===== src/rtl/bus_change_fifo.sv =====
// Change-detect capture: pushes every new bus value into a small FIFO
// and presents the captured values on a valid/ready interface.
module bus_change_fifo #(
    parameter int WIDTH = 8,
    parameter int DEPTH = 4,
    parameter int CNT_W = 8
) (
    input  logic                     clk,
    input  logic                     rst,
    input  logic [WIDTH-1:0]         bus,
    input  logic                     en,
    input  logic                     clear,
    output logic [WIDTH-1:0]         out_data,
    output logic                     out_valid,
    input  logic                     out_ready,
    output logic [$clog2(DEPTH):0]   level,
    output logic                     overflow,
    output logic [CNT_W-1:0]         drop_count
);

    localparam int AW = $clog2(DEPTH);

    logic [WIDTH-1:0] prev_q, prev_d;
    logic [WIDTH-1:0] mem_q [DEPTH];
    logic [WIDTH-1:0] mem_d [DEPTH];
    logic [AW:0]      wr_ptr_q, wr_ptr_d;
    logic [AW:0]      rd_ptr_q, rd_ptr_d;
    logic             overflow_q, overflow_d;
    logic [CNT_W-1:0] drop_q, drop_d;

    logic change;
    logic empty;
    logic full;
    logic pop;
    logic push;
    logic drop;

    assign change = en && (bus != prev_q);
    assign empty  = (wr_ptr_q == rd_ptr_q);
    assign full   = (wr_ptr_q[AW-1:0] == rd_ptr_q[AW-1:0])
                 && (wr_ptr_q[AW] != rd_ptr_q[AW]);
    assign pop    = !empty && out_ready;
    // A pop in the same cycle frees the slot the push will land in.
    assign push   = change && (!full || pop);
    assign drop   = change && full && !pop;

    always_comb begin
        prev_d     = bus;
        mem_d      = mem_q;
        wr_ptr_d   = wr_ptr_q;
        rd_ptr_d   = rd_ptr_q;
        overflow_d = overflow_q;
        drop_d     = drop_q;

        if (push) begin
            mem_d[wr_ptr_q[AW-1:0]] = bus;
            wr_ptr_d = wr_ptr_q + (AW+1)'(1);
        end
        if (pop) begin
            rd_ptr_d = rd_ptr_q + (AW+1)'(1);
        end

        if (clear) begin
            overflow_d = 1'b0;
            drop_d     = '0;
        end
        // A drop in a clearing cycle counts as the first drop after it.
        if (drop) begin
            overflow_d = 1'b1;
            if (clear) begin
                drop_d = CNT_W'(1);
            end else if (drop_q != {CNT_W{1'b1}}) begin
                drop_d = drop_q + CNT_W'(1);
            end
        end
    end

    always_ff @(posedge clk or posedge rst) begin
        if (rst) begin
            prev_q     <= '0;
            mem_q      <= '{default: '0};
            wr_ptr_q   <= '0;
            rd_ptr_q   <= '0;
            overflow_q <= 1'b0;
            drop_q     <= '0;
        end else begin
            prev_q     <= prev_d;
            mem_q      <= mem_d;
            wr_ptr_q   <= wr_ptr_d;
            rd_ptr_q   <= rd_ptr_d;
            overflow_q <= overflow_d;
            drop_q     <= drop_d;
        end
    end

    assign out_data   = mem_q[rd_ptr_q[AW-1:0]];
    assign out_valid  = !empty;
    assign level      = wr_ptr_q - rd_ptr_q;
    assign overflow   = overflow_q;
    assign drop_count = drop_q;

endmodule


===== config.mk =====
export PLATFORM = sky130hd
export DESIGN_NAME = bus_change_fifo
export DESIGN_NICKNAME = d
export VERILOG_FILES = /design/src/rtl/bus_change_fifo.sv
export SDC_FILE = /design/constraint.sdc
export NUM_CORES = 1
export LEC_CHECK = 0
export CORE_MARGIN = 2
export CORE_UTILIZATION = 32
export CTS_CLUSTER_SIZE = 8
export DETAILED_ROUTE_END_ITERATION = 12
export HOLD_SLACK_MARGIN = 0.03
export PLACE_DENSITY = 0.47
export SETUP_SLACK_MARGIN = 0.02
export SLEW_MARGIN = 20
export SYNTH_ARGS = -nofsm -noshare
export SYNTH_HDL_FRONTEND = slang
export SYNTH_SLANG_ARGS = --single-unit

===== constraint.sdc =====
create_clock -name clk -period 4.71 [get_ports clk]
set_clock_uncertainty 0.2 [all_clocks]
set_input_delay 0.471 -clock clk [delete_from_list [all_inputs] [get_ports clk]]
set_output_delay 0.471 -clock clk [all_outputs]
set_load 0.1 [all_outputs]

==> qor.csv <==
stage,metric,value,unit
status,status,"finished, final reports clean",
detailed_routing,drc,0,
floorplanning,die-area,8760,sq um
cts,cts_resized,0,
detailed_routing,dr_total_vias,1604,
critical_path,crit_path_max_fanout,11,
yosys,synth_top_area_share,0.536,
critical_path,critPathKind,reg2out,
cts,cts-hold-fix-buffers,0,
detailed_routing,ant_nets,0,
cells_and_area,drive_above_1_share,0.260,
yosys,syn_area,2570,sq um
detailed_routing,wl,5.17,mm
sta,rsz0062_at_grt,false,
global_route,grt_pass1_vias,1591,
sta,max_slew_margin,0.346,
yosys,synth.top_cells.by_area,"dfrtp_1, mux2_2, mux4_2",
sta,fmax,0.280,GHz
place,portBuffers,33,
worst_hold_path,min_path_type,reg2reg,
floorplanning,start_util,0.331,
global_route,grt_max_degree,31,
sta,hold_viol_final,0,
cts,postCtsSetupRepairBufs,0,
critical_path,start_kind,flop,
sta,tightest_slew,0.978,ns
sta,setup-tns-final,0,ns
yosys,yosys_warnings,0,
floorplanning,die_h,93.6,microns
place,dp_hpwl,3.47,mm
detailed_routing,viasPerCell,4.88,
detailed_routing,initialDrtViolationCount,47,
sta,period_needed,3.58,ns
floorplanning,die_w,93.6,microns
cts,root_buffer,clkbuf_8,
job,cap_violations,0,
sta,final-setup-viol-count,0,
cells_and_area,nets,248,
floorplanning,num_io_pins,34,
cts,cts.sinks,55,
cts,clkTransAtPathRegs,0.10,ns
global_route,antenna_found_initial,0,
yosys,syn_inst,190,
sta,slew_viol_final,0,
yosys,ys_seq_area_frac,0.536,
yosys,yosys.area.top_type,dfrtp_1,
place,gp_congestion,0.703,
yosys,synth_seq_cells,55,
cts,numCtsBuffers,5,
critical_path,worstPathRequired,4.04,ns
global_route,grt.total_usage,0.126,
sta,fin_crit_sh,0.759,
cts,clockBufferDepth,2,
critical_path,crit_arrival,2.91,ns
global_route,grt_pass1_wl,8.42,mm
yosys,syn_nets,212,
detailed_routing,wl_per_cell,15.7,microns
critical_path,endpoint_kind,primary output,
cts,clkLatencyLatePin,0.31,ns
yosys,synthDistinctLibCells,27,
cts,cts_tree,done,
global_route,overflow,0,
cells_and_area,antenna_cells,0,
floorplanning,fp-row-count,32,
floorplanning,coreArea,7770,sq um
cells_and_area,area_growth_syn_to_layout,20.7,%
cts,htreeDepth,2,
yosys,avgSynthCellArea,13.5,sq um
detailed_routing,dr.pass1.iters,4,
==> worst paths after layout <==
check                            start       endpoint  slack, ns  cells after the start
hold / removal             wr_ptr_q[2]    wr_ptr_q[2]       0.29                      1
setup reg to reg           rd_ptr_q[1]       mem_q[4]       1.96                      7
min in group asynchronous          rst  drop_count[2]       0.33                      2
hold reg to reg            wr_ptr_q[2]    wr_ptr_q[2]       0.29                      1
setup / recovery           rd_ptr_q[0]       level[1]       1.13                      4
max in group asynchronous          rst      mem_q[30]       3.17                      3
==> registers in the layout, indices dropped and copies added, names as in the netlist <==
signal / flops
drop_count: 8
mem_q: 32
overflow: 1
prev_q: 8
rd_ptr_q: 3
wr_ptr_q: 3
==> critical path: stages, from the launching register on <==
cell and delay, ns:
dfrtp_1 0.73, ha_1 0.27, fa_1 0.41, inv_1 0.06, clkdlybuf4s50_1 1.12
==> cell type report <==
type                    count  area, sq um
fillers                   763         4670
repair buffers             34          338
inverters                  10         37.5
well taps                 102          128
multi-input cells         120         1140
flip-flops and latches     55         1380
clock inverters             2         12.5
clock buffers               6         72.6
==> metrics by stage <==
| step | hold slack, ns | utilization | setup slack (ns) | area (sq um) | instances |
|---|---|---|---|---|---|
| floorplan | 0.262 | - | 1.43 | 2570 | 190 |
| global placement | 0.280 | 0.388 | 1.40 | 3020 | 321 |
| detailed placement | 0.281 | 0.388 | 1.39 | 3020 | 321 |
| CTS | 0.299 | 0.399 | 1.04 | 3100 | 329 |
| global route | 0.319 | 0.399 | 0.975 | 3100 | 329 |
| finish | 0.293 | 0.399 | 1.13 | 3100 | 329 |
==> synth_stat cells <==
| cell | instances |
|---|---|
| or2_2 | 1 |
| o21ai_0 | 3 |
| nand4_1 | 2 |
| or4_1 | 6 |
| and4_1 | 1 |
| nor2_1 | 3 |
| a21oi_1 | 6 |
| o31ai_1 | 5 |
| mux2_2 | 34 |
| and3_1 | 1 |
| fa_1 | 1 |
| or3_1 | 3 |
| nand2_1 | 6 |
| or3b_2 | 1 |
| buf_1 | 1 |
| inv_1 | 10 |
| clkbuf_1 | 4 |
| ha_1 | 8 |
| xor2_1 | 1 |
| dfrtp_1 | 55 |
| xnor2_1 | 13 |
| nor2_2 | 4 |
| o21ai_2 | 1 |
| o211ai_1 | 2 |
| nand3_1 | 9 |
| mux4_2 | 8 |
| nor4b_2 | 1 |
==> kinds of logic (layout without fill, tap and decap cells) <==
logic type	count (synthesis)	in the layout	synth area share
compound gates	17	17	0.0414
xor+xnor	14	14	0.0477
fa+ha+maj	9	9	0.0467
buf+inv	15	52	0.0219
flops	55	55	0.536
mux	42	42	0.219
simple gates	38	38	0.0876
==> layout by cell type, fill, tap and decap left out, types with 2 or more instances in the layout <==
cell type	n
ha_1	8
or3_1	3
xnor2_1	13
nor2_1	3
a21oi_1	6
dfrtp_1	55
or4_1	6
clkdlybuf4s50_1	33
mux2_2	34
inv_1	9
clkbuf_8	5
nor2_2	4
o21ai_0	3
nand3_1	9
nand2_1	6
o211ai_1	2
mux4_2	8
nand4_1	2
o31ai_1	5
==> routing by layer <==
metal | wire length [microns] | up-vias | track usage
met1 | 2530 | 812 | 0.178
li1 | - | 755 | -
met4 | 80 | 0 | 0.0423
met2 | 2390 | 29 | 0.194
met3 | 171 | 8 | 0.0282
met5 | 0 | - | 0
Power is not shown: default switching activity piles up to over one toggle a cycle in this logic, so the estimate is an artifact.
